File: src/rtl/mux_pkg.sv
// Shared constants and helpers for the round-robin output-register multiplexer.
package mux_pkg;

    localparam int CH_MIN = 2;
    localparam int CH_MAX = 16;

    // A single channel index still needs one bit, so the index width never drops below 1.
    function automatic int cw_of(input int ch);
        return (ch <= 2) ? 1 : $clog2(ch);
    endfunction

endpackage

File: src/rtl/rr_pick.sv
// Combinational grant picker: the first valid channel at or above ptr, wrapping modulo CH.
module rr_pick import mux_pkg::*; #(
    parameter int CH = 4,
    parameter int CW = cw_of(CH)
) (
    input  logic [CH-1:0] req_valid,
    input  logic [CW-1:0] ptr,
    output logic [CH-1:0] grant,
    output logic [CW-1:0] idx
);

    logic [CH-1:0]   rot_s;
    logic [CH-1:0]   hit_s;
    logic [2*CH-1:0] gdbl_s;
    logic            found_s;
    int              off_s;

    // Rotate so ptr sits at bit 0, take the lowest set bit, then rotate the hit back.
    always_comb begin
        rot_s   = CH'({req_valid, req_valid} >> ptr);
        hit_s   = '0;
        found_s = 1'b0;
        off_s   = 0;
        for (int k = 0; k < CH; k++) begin
            if (!found_s && rot_s[k]) begin
                found_s  = 1'b1;
                hit_s[k] = 1'b1;
                off_s    = k;
            end else begin
                hit_s[k] = 1'b0;
            end
        end
        gdbl_s = {{CH{1'b0}}, hit_s} << ptr;
        grant  = gdbl_s[CH-1:0] | gdbl_s[2*CH-1:CH];
        idx    = CW'((int'(ptr) + off_s) % CH);
    end

endmodule

File: src/rtl/rr_mux_arb.sv
// Arbitrated N:1 mux into a single output register with valid/ready handshakes.
// Define RR_MUX_ARB_ROUND_ROBIN_EN for rotating priority; otherwise lowest index wins.
module rr_mux_arb import mux_pkg::*; #(
    parameter  int n  = 32,
    parameter  int CH = 4,
    localparam int CW = cw_of(CH)
) (
    input  logic            clk,
    input  logic            reset,
    input  logic [CH-1:0]   req_valid,
    output logic [CH-1:0]   req_ready,
    input  logic [CH*n-1:0] req_data,
    output logic            out_valid,
    input  logic            out_ready,
    output logic [n-1:0]    out_data,
    output logic [CW-1:0]   out_chan
);

    logic          out_valid_q, out_valid_d;
    logic [n-1:0]  out_data_q,  out_data_d;
    logic [CW-1:0] out_chan_q,  out_chan_d;
    logic [CW-1:0] ptr_s;
    logic [CW-1:0] pick_idx_s;
    logic [CH-1:0] grant_s;
    logic          can_load_s;
    logic          in_xfer_s;

    rr_pick #(.CH(CH), .CW(CW)) u_pick (
        .req_valid (req_valid),
        .ptr       (ptr_s),
        .grant     (grant_s),
        .idx       (pick_idx_s)
    );

    // Accept a new word only when the register is empty or draining this cycle.
    always_comb begin
        can_load_s = ~out_valid_q | out_ready;
        if (reset) begin
            req_ready = '0;
        end else if (can_load_s) begin
            req_ready = grant_s;
        end else begin
            req_ready = '0;
        end
        in_xfer_s = |(req_valid & req_ready);
    end

    // An input transfer overrides the drain so back-to-back words leave no bubble.
    always_comb begin
        out_valid_d = out_valid_q;
        out_data_d  = out_data_q;
        out_chan_d  = out_chan_q;
        if (in_xfer_s) begin
            out_valid_d = 1'b1;
            out_data_d  = req_data[int'(pick_idx_s) * n +: n];
            out_chan_d  = pick_idx_s;
        end else if (out_valid_q && out_ready) begin
            out_valid_d = 1'b0;
        end else begin
            out_valid_d = out_valid_q;
        end
    end

    // Output register.
    always_ff @(posedge clk) begin
        if (reset) begin
            out_valid_q <= 1'b0;
            out_data_q  <= '0;
            out_chan_q  <= '0;
        end else begin
            out_valid_q <= out_valid_d;
            out_data_q  <= out_data_d;
            out_chan_q  <= out_chan_d;
        end
    end

`ifdef RR_MUX_ARB_ROUND_ROBIN_EN
    logic [CW-1:0] ptr_q, ptr_d;

    // Priority moves just past the channel that was served.
    always_comb begin
        ptr_d = ptr_q;
        if (in_xfer_s) begin
            ptr_d = (pick_idx_s == CW'(CH - 1)) ? '0 : pick_idx_s + CW'(1);
        end else begin
            ptr_d = ptr_q;
        end
    end

    // Priority pointer register.
    always_ff @(posedge clk) begin
        if (reset) begin
            ptr_q <= '0;
        end else begin
            ptr_q <= ptr_d;
        end
    end

    assign ptr_s = ptr_q;
`else
    assign ptr_s = '0;
`endif

    assign out_valid = out_valid_q;
    assign out_data  = out_data_q;
    assign out_chan  = out_chan_q;

endmodule
File: config.mk
export PLATFORM = sky130hd
export DESIGN_NAME = rr_mux_arb
export DESIGN_NICKNAME = d
export VERILOG_FILES = /design/src/rtl/mux_pkg.sv /design/src/rtl/rr_pick.sv /design/src/rtl/rr_mux_arb.sv
export SDC_FILE = /design/constraint.sdc
export NUM_CORES = 1
export LEC_CHECK = 0
export ABC_CLOCK_PERIOD_IN_PS = 5570
export CORE_UTILIZATION = 42
export CTS_CLUSTER_DIAMETER = 120
export CTS_CLUSTER_SIZE = 12
export DETAILED_ROUTE_END_ITERATION = 10
export PLACE_DENSITY = 0.88
export SKIP_LAST_GASP = 1
export SYNTH_ARGS = -nofsm -noshare
export SYNTH_HDL_FRONTEND = slang
export SYNTH_HIERARCHICAL = 1
export SYNTH_SLANG_ARGS = --single-unit
File: constraint.sdc
create_clock -name clk -period 5.57 [get_ports clk]
set_input_delay 0.8355 -clock clk [delete_from_list [all_inputs] [get_ports clk]]
set_output_delay 0.8355 -clock clk [all_outputs]
set_load 0.005 [all_outputs]
==> results of run 1 <==
-- critical path, delay by kind of cell --
kind / cells / cell delay (ps)
muxes: 1 / 600
buffers and inverters: 2 / 790
adders and majority gates: 1 / 900
and+or+nand+nor: 1 / 270
AOI/OAI and AO/OA: 4 / 540
-- worst paths after layout --
path             endpoint         start  cells past startpoint  slack (ps)
min           out_data[6]   out_data[6]                      2         560
max          out_data[21]  req_valid[3]                      9        1730
max reg2reg   out_chan[1]     out_valid                      2        3740
min reg2reg   out_data[6]   out_data[6]                      2         560
-- cell type report --
cell class                 count  share of cell area [%]
clock buffer                   5                   1.429
clock inverter                 3                  0.3117
inverter                      37                   2.883
multi-input combinational    190                   41.92
sequential                    35                   14.55
tap                           96                   2.494
timing repair buffer         176                   36.42
-- through the flow --
step | utilization, % | cell area (um2) | power [mW]
2_1_floorplan | - | 3045 | 0.6416
3_3_place_gp | 68.91 | 4733 | 0.8582
3_5_place_dp | 68.91 | 4733 | 0.8741
4_1_cts | 70.13 | 4817 | 1.055
5_1_grt | 70.13 | 4817 | 1.110
6_report | 70.13 | 4817 | 1.043
-- state kept, by name, indices dropped and copies added (netlist names) --
| register | flops |
|---|---|
| out_data | 32 |
| out_chan | 2 |
| out_valid | 1 |
-- cells by family after synthesis --
family	Yosys count
simple gates	84
buf+inv	68
compound gates	59
flops	35
mux	34
xor+xnor	2
fa+ha+maj	1
other cells	1
-- metal layers --
metal	GRT usage [%]	share of wire, %	vias to the layer above
met5	0	0	-
met4	6.364	1.2	0
met3	4.381	5.7	8
met2	45.45	53	122
met1	27.34	40	1426
li1	-	-	1384
-- cells in the mapped netlist (all sizes together) --
library cell  count  share of area, %
nor3b             1              0.25
nand2b           33               6.9
o32ai             1              0.54
inv              37               4.6
nor3              2              0.33
o22ai             1              0.21
nor2              1              0.12
o21ai             5              0.83
mux2              2               1.0
clkbuf           15               2.0
xnor2             2              0.58
o311a             1              0.33
conb              1              0.12
a22oi             2              0.50
a221o             1              0.33
nand2             4              0.50
or3b              1              0.29
o2bb2ai           1              0.29
a21oi             8               1.5
o211a             1              0.33
dfxtp            35                23
buf              16               4.8
and2              6               1.3
and3b             1              0.29
o221a             1              0.37
nor2b             3              0.62
ha                1              0.42
o221ai           32                16
a31oi             2              0.42
o22a              1              0.29
mux4             32                24
a22o              2              0.62
or3              32               6.6
-- power by group --
group	switching, mW	internal, mW
logic	0.205	0.331
registers	0.0281	0.302
clock network	0.0925	0.0856
==> impl_metrics.xml, run 1 <==
<?xml version="1.0" encoding="UTF-8"?>
<metrics>
  <group name="routing">
    <metric name="drc_viols" unit="">0</metric>
    <metric name="drt.antenna.violating_nets" unit="">0</metric>
    <metric name="firstDrtPassIters" unit="">4</metric>
    <metric name="drt-total-wl" unit="mm">8.855</metric>
    <metric name="drt-wirelength-per-cell" unit="um">16.34</metric>
    <metric name="drt_first_iter_violations" unit="">55</metric>
    <metric name="detailroute.via_count" unit="">2940</metric>
    <metric name="avgViaCountPerCell" unit="">5.424</metric>
  </group>
  <group name="critical_path">
    <metric name="worst-endpoint-required" unit="ps">5700</metric>
    <metric name="critPathMaxFanout" unit="">33</metric>
    <metric name="path_class" unit="">input port to register</metric>
    <metric name="worstSetupStartpointType" unit="">input port</metric>
    <metric name="critical_path_cell_list" unit="">clkdlybuf4s50_1, nor2b_1, a21oi_1, o2bb2ai_1, o22a_1, ha_2, mux4_2, inv_1, o221ai_2</metric>
    <metric name="worst_ep_arrival_time" unit="ps">3970</metric>
    <metric name="critical-path-max-stage-delay" unit="ps">900</metric>
    <metric name="cp-end-kind" unit="">register</metric>
    <metric name="critPathSlowestCell" unit="">sky130_fd_sc_hd__ha_2</metric>
  </group>
  <group name="floorplanning">
    <metric name="initial_utilization" unit="%">43.84</metric>
    <metric name="placementRows" unit="">30</metric>
    <metric name="io_pins" unit="">174</metric>
    <metric name="die_w" unit="um">86.68</metric>
    <metric name="design.core.area" unit="um2">6869</metric>
    <metric name="fp.dieH" unit="um">86.68</metric>
    <metric name="dieArea" unit="um2">7513</metric>
  </group>
  <group name="clock_tree">
    <metric name="cts.repair_timing.setup_buffer_count" unit="">0</metric>
    <metric name="cts.htree.levels" unit="">2</metric>
    <metric name="clkLatencyLatePin" unit="ps">280</metric>
    <metric name="clock_tree.buffer_depth" unit="">2</metric>
    <metric name="ctsResizeCount" unit="">0</metric>
    <metric name="cts.reportedPaths.clkPinSlew" unit="ps">70</metric>
    <metric name="number_of_buffers_created_by_cts" unit="">5</metric>
    <metric name="root_buffer" unit="">sky130_fd_sc_hd__clkbuf_8</metric>
    <metric name="cts.hold.buffers_added" unit="">0</metric>
    <metric name="cts_tree" unit="">built</metric>
    <metric name="clock-sinks" unit="">35</metric>
  </group>
  <group name="pwr">
    <metric name="p_leak" unit="nW">1.777</metric>
    <metric name="powerDensity" unit="nW/um2">216.6</metric>
    <metric name="power.ir.vdd_worst" unit="mV">0.1220</metric>
  </group>
  <group name="timing">
    <metric name="hold_violations" unit="">0</metric>
    <metric name="timing.slew.headroom" unit="%">25.11</metric>
    <metric name="min_setup_slack_post_route" unit="ps">1731</metric>
    <metric name="unrepaired_setup_endpoints_after_global_routing" unit="">no</metric>
    <metric name="timing.final.setup_violations" unit="">0</metric>
    <metric name="worst_setup_skew_after_layout" unit="ps">8.740</metric>
    <metric name="tns" unit="ps">0</metric>
    <metric name="slew_viol_final" unit="">0</metric>
    <metric name="achievable-frequency" unit="GHz">0.2605</metric>
    <metric name="worstMarginPinSlew" unit="ps">1123</metric>
    <metric name="post-route-min-period" unit="ps">3839</metric>
    <metric name="hold_ws" unit="ps">555.9</metric>
    <metric name="min_period_over_period" unit="%">68.92</metric>
  </group>
  <group name="place">
    <metric name="i_o_buffers" unit="">173</metric>
    <metric name="detailedPlacementHpwl" unit="mm">6.476</metric>
    <metric name="dp_cells" unit="">534</metric>
    <metric name="gp_routability_congestion" unit="">0.8030</metric>
    <metric name="dp_worst_setup_slack" unit="ps">1410</metric>
  </group>
  <group name="synthesis">
    <metric name="synth.cell_area" unit="um2">3012</metric>
    <metric name="share_of_the_synthesized_area_in_compound_gates_ao_oa_aoi_oai" unit="%">22.06</metric>
    <metric name="synth-seq-cells" unit="">35</metric>
    <metric name="ys_types" unit="">41</metric>
    <metric name="post_synth_fa_ha_maj_area_fraction" unit="%">0.4155</metric>
    <metric name="simple_logic_cell_fraction_of_the_synthesized_area" unit="%">17.20</metric>
    <metric name="number_of_standard_cells_after_synthesis" unit="">284</metric>
    <metric name="synthXorXnorAreaFrac" unit="%">0.5816</metric>
    <metric name="combinational_family_with_the_most_area_after_synthesis" unit="">multiplexers</metric>
    <metric name="ys_seq_area_share" unit="%">23.27</metric>
    <metric name="avgSynthCellArea" unit="um2">10.60</metric>
    <metric name="yosysWarningCount" unit="">6</metric>
    <metric name="yosys-mux-area-fraction" unit="%">24.93</metric>
  </group>
  <group name="grt">
    <metric name="grt_first_pass_wirelength" unit="mm">14.03</metric>
    <metric name="grt_max_degree" unit="">38</metric>
    <metric name="grt_pass1_vias" unit="">2932</metric>
    <metric name="global_route.usage.total" unit="%">23.93</metric>
    <metric name="antenna_found_initial" unit="">0</metric>
    <metric name="gr-total-overflow" unit="">0</metric>
  </group>
  <group name="status">
    <metric name="run_status" unit="">finished, final reports clean</metric>
  </group>
  <group name="finish">
    <metric name="drive_gt1_share" unit="%">18.83</metric>
    <metric name="area_of_the_multi_input_gates" unit="um2">2019</metric>
    <metric name="mostFrequentLayoutCell" unit="">sky130_fd_sc_hd__clkdlybuf4s50_1</metric>
    <metric name="num-fill-cells" unit="">535</metric>
    <metric name="register_area" unit="um2">700.7</metric>
    <metric name="layout_common_cells" unit="">sky130_fd_sc_hd__clkdlybuf4s50_1, sky130_fd_sc_hd__inv_1, sky130_fd_sc_hd__dfxtp_1</metric>
    <metric name="insertedDiodeCount" unit="">0</metric>
    <metric name="post_layout_nonfiller_instances" unit="">542</metric>
    <metric name="finalNetCount" unit="">581</metric>
    <metric name="synthToLayoutAreaGrowth" unit="%">59.95</metric>
  </group>
  <group name="job">
    <metric name="timing.max_cap.violations" unit="">0</metric>
  </group>
  <group name="hold_path">
    <metric name="worst_hold_path_type" unit="">register to register</metric>
  </group>
</metrics>
(Power assumes the default switching activity.)
==> run 2: changes to the inputs <==
- ABC_CLOCK_PERIOD_IN_PS: 5570 -> 3900
- CORE_UTILIZATION: 42 -> 39
- PLACE_DENSITY: 0.88 -> 0.82
- clock period: 5.57 -> 3.9 ns (I/O delays scaled with it)
==> impl_metrics.xml, run 2 (synthesized netlist as in run 1, its figures left out) <==
<?xml version="1.0" encoding="UTF-8"?>
<metrics>
  <group name="status">
    <metric name="run_status" unit="">finished, final reports clean</metric>
  </group>
  <group name="floorplanning">
    <metric name="fp.dieH" unit="um">89.88</metric>
    <metric name="placementRows" unit="">31</metric>
    <metric name="design.core.area" unit="um2">7370</metric>
    <metric name="io_pins" unit="">174</metric>
    <metric name="die_w" unit="um">89.88</metric>
    <metric name="initial_utilization" unit="%">40.87</metric>
    <metric name="dieArea" unit="um2">8078</metric>
  </group>
  <group name="clock_tree">
    <metric name="number_of_buffers_created_by_cts" unit="">5</metric>
    <metric name="ctsResizeCount" unit="">0</metric>
    <metric name="clkLatencyLatePin" unit="ps">280</metric>
    <metric name="root_buffer" unit="">sky130_fd_sc_hd__clkbuf_8</metric>
    <metric name="clock-sinks" unit="">35</metric>
    <metric name="clock_tree.buffer_depth" unit="">2</metric>
    <metric name="cts.repair_timing.setup_buffer_count" unit="">0</metric>
    <metric name="cts.htree.levels" unit="">2</metric>
    <metric name="cts.hold.buffers_added" unit="">0</metric>
    <metric name="cts.reportedPaths.clkPinSlew" unit="ps">70</metric>
    <metric name="cts_tree" unit="">built</metric>
  </group>
  <group name="critical_path">
    <metric name="worst-endpoint-required" unit="ps">4050</metric>
    <metric name="critical_path_cell_list" unit="">clkdlybuf4s50_1, a21oi_1, o2bb2ai_1, o22a_1, ha_2, buf_4, mux4_2, inv_1, o221ai_2</metric>
    <metric name="reg2reg_to" unit="">out_chan[1]</metric>
    <metric name="critPathSlowestCell" unit="">sky130_fd_sc_hd__clkdlybuf4s50_1</metric>
    <metric name="critical-path-max-stage-delay" unit="ps">690</metric>
    <metric name="worstSetupStartpointType" unit="">input port</metric>
    <metric name="path_class" unit="">input port to register</metric>
    <metric name="r2r-start" unit="">out_valid</metric>
    <metric name="cp-end-kind" unit="">register</metric>
    <metric name="reg2regPathDepth" unit="">3</metric>
    <metric name="critPathMaxFanout" unit="">15</metric>
    <metric name="worst_ep_arrival_time" unit="ps">3160</metric>
    <metric name="setup.reg_to_reg.worst_slack" unit="ps">2510</metric>
  </group>
  <group name="hold_path">
    <metric name="hold_start" unit="">out_valid</metric>
    <metric name="min_to" unit="">out_valid</metric>
    <metric name="worst_hold_path_type" unit="">register to register</metric>
    <metric name="holdPathStages" unit="">2</metric>
  </group>
  <group name="grt">
    <metric name="global_route.usage.total" unit="%">21.59</metric>
    <metric name="antenna_found_initial" unit="">0</metric>
    <metric name="grt_max_degree" unit="">38</metric>
    <metric name="grt_pass1_vias" unit="">2966</metric>
    <metric name="gr-total-overflow" unit="">0</metric>
    <metric name="grt_first_pass_wirelength" unit="mm">14.23</metric>
  </group>
  <group name="timing">
    <metric name="tns" unit="ps">0</metric>
    <metric name="timing.final.setup_violations" unit="">0</metric>
    <metric name="min_period_over_period" unit="%">77.19</metric>
    <metric name="hold_violations" unit="">0</metric>
    <metric name="timing.slew.headroom" unit="%">31.39</metric>
    <metric name="slew_viol_final" unit="">0</metric>
    <metric name="achievable-frequency" unit="GHz">0.3322</metric>
    <metric name="worstMarginPinSlew" unit="ps">1024</metric>
    <metric name="worst_setup_skew_after_layout" unit="ps">5.376</metric>
    <metric name="unrepaired_setup_endpoints_after_global_routing" unit="">no</metric>
    <metric name="hold_ws" unit="ps">540.0</metric>
    <metric name="post-route-min-period" unit="ps">3011</metric>
  </group>
  <group name="finish">
    <metric name="largest_reg_flops" unit="">32</metric>
    <metric name="num-fill-cells" unit="">583</metric>
    <metric name="final_design_area_no_fill" unit="um2">4895</metric>
    <metric name="mostFrequentLayoutCell" unit="">sky130_fd_sc_hd__clkdlybuf4s50_1</metric>
    <metric name="drive_gt1_share" unit="%">19.73</metric>
    <metric name="synthToLayoutAreaGrowth" unit="%">62.53</metric>
    <metric name="insertedDiodeCount" unit="">0</metric>
    <metric name="layout_common_cells" unit="">sky130_fd_sc_hd__clkdlybuf4s50_1, sky130_fd_sc_hd__inv_1, sky130_fd_sc_hd__dfxtp_1</metric>
    <metric name="finalNetCount" unit="">587</metric>
  </group>
  <group name="routing">
    <metric name="avgViaCountPerCell" unit="">5.367</metric>
    <metric name="detailroute.via_count" unit="">2952</metric>
    <metric name="met3_length" unit="um">585</metric>
    <metric name="drt_first_iter_violations" unit="">102</metric>
    <metric name="drt.antenna.violating_nets" unit="">0</metric>
    <metric name="route.met2.wl" unit="mm">4.481</metric>
    <metric name="drt-total-wl" unit="mm">8.439</metric>
    <metric name="top_layer" unit="">met4</metric>
    <metric name="firstDrtPassIters" unit="">4</metric>
    <metric name="drt-wirelength-per-cell" unit="um">15.34</metric>
    <metric name="wl_met1" unit="mm">3.261</metric>
    <metric name="drc_viols" unit="">0</metric>
  </group>
  <group name="pwr">
    <metric name="p_leak" unit="nW">1.813</metric>
    <metric name="power.ir.vdd_worst" unit="mV">0.1425</metric>
    <metric name="powerDensity" unit="nW/um2">310.6</metric>
  </group>
  <group name="place">
    <metric name="gp_routability_congestion" unit="">0.7686</metric>
    <metric name="detailedPlacementHpwl" unit="mm">6.413</metric>
    <metric name="placedInstanceArea" unit="um2">4807</metric>
    <metric name="i_o_buffers" unit="">173</metric>
  </group>
  <group name="job">
    <metric name="timing.max_cap.violations" unit="">0</metric>
  </group>
</metrics>
run 2: cell types whose count changed in the layout (fill, tap and decap cells not counted):
cell | previous run | this run
sky130_fd_sc_hd__buf_12 | 0 | 2
sky130_fd_sc_hd__buf_4 | 3 | 7
sky130_fd_sc_hd__clkbuf_8 | 5 | 6
sky130_fd_sc_hd__clkinv_2 | 3 | 1
run 2: routing by layer:
metal | track usage [%] | up-vias
met1 | 24.43 | 1400
li1 | - | 1399
met5 | 0 | -
met3 | 4.315 | 8
met4 | 5.376 | 0
met2 | 41.15 | 145
run 2: per-stage QoR:
stage	instances	util, %	setup slack, ps	power, mW
after global placement	543	65.23	637.5	1.249
after detailed placement	543	65.23	579.0	1.266
after floorplan	293	-	1340	0.9163
final	550	66.42	889.5	1.520
after global routing	550	66.42	784.2	1.617
after CTS	550	66.42	882.8	1.539
run 2: critical path: cells and delay by family:
kind | cells | cell delay [ps]
adders and majority gates | 1 | 490
muxes | 1 | 510
AOI/OAI and AO/OA | 4 | 490
buffers and inverters | 3 | 1050
run 2: how the worst max path moves through the flow:
| stage | slack [ps] | depth (start not counted) | from | endpoint |
|---|---|---|---|---|
| floorplan | 1340 | 11 | req_valid[2] | out_data[10] |
| global placement | 640 | 9 | req_valid[1] | out_data[9] |
| detailed placement | 580 | 9 | req_valid[1] | out_data[9] |
| CTS | 880 | 9 | req_valid[1] | out_data[9] |
| global route | 780 | 9 | req_valid[1] | out_data[5] |
| finish | 890 | 9 | req_valid[1] | out_data[9] |
run 2: power breakdown:
group	switching (mW)	internal, mW	total, mW
Combinational	0.295	0.490	0.784
Sequential	0.0379	0.431	0.468
Clock	0.129	0.139	0.268
Total	0.461	1.06	1.52
run 2: area by class of cell:
cell class | count | area [um2] | area share (%)
Multi-Input combinational cell | 190 | 2019 | 41.26
Timing Repair Buffer | 182 | 1824 | 37.27
Sequential cell | 35 | 700.7 | 14.31
Inverter | 37 | 138.9 | 2.837
Tap cell | 99 | 123.9 | 2.531
Clock buffer | 6 | 82.58 | 1.687
Clock inverter | 1 | 5.005 | 0.1022
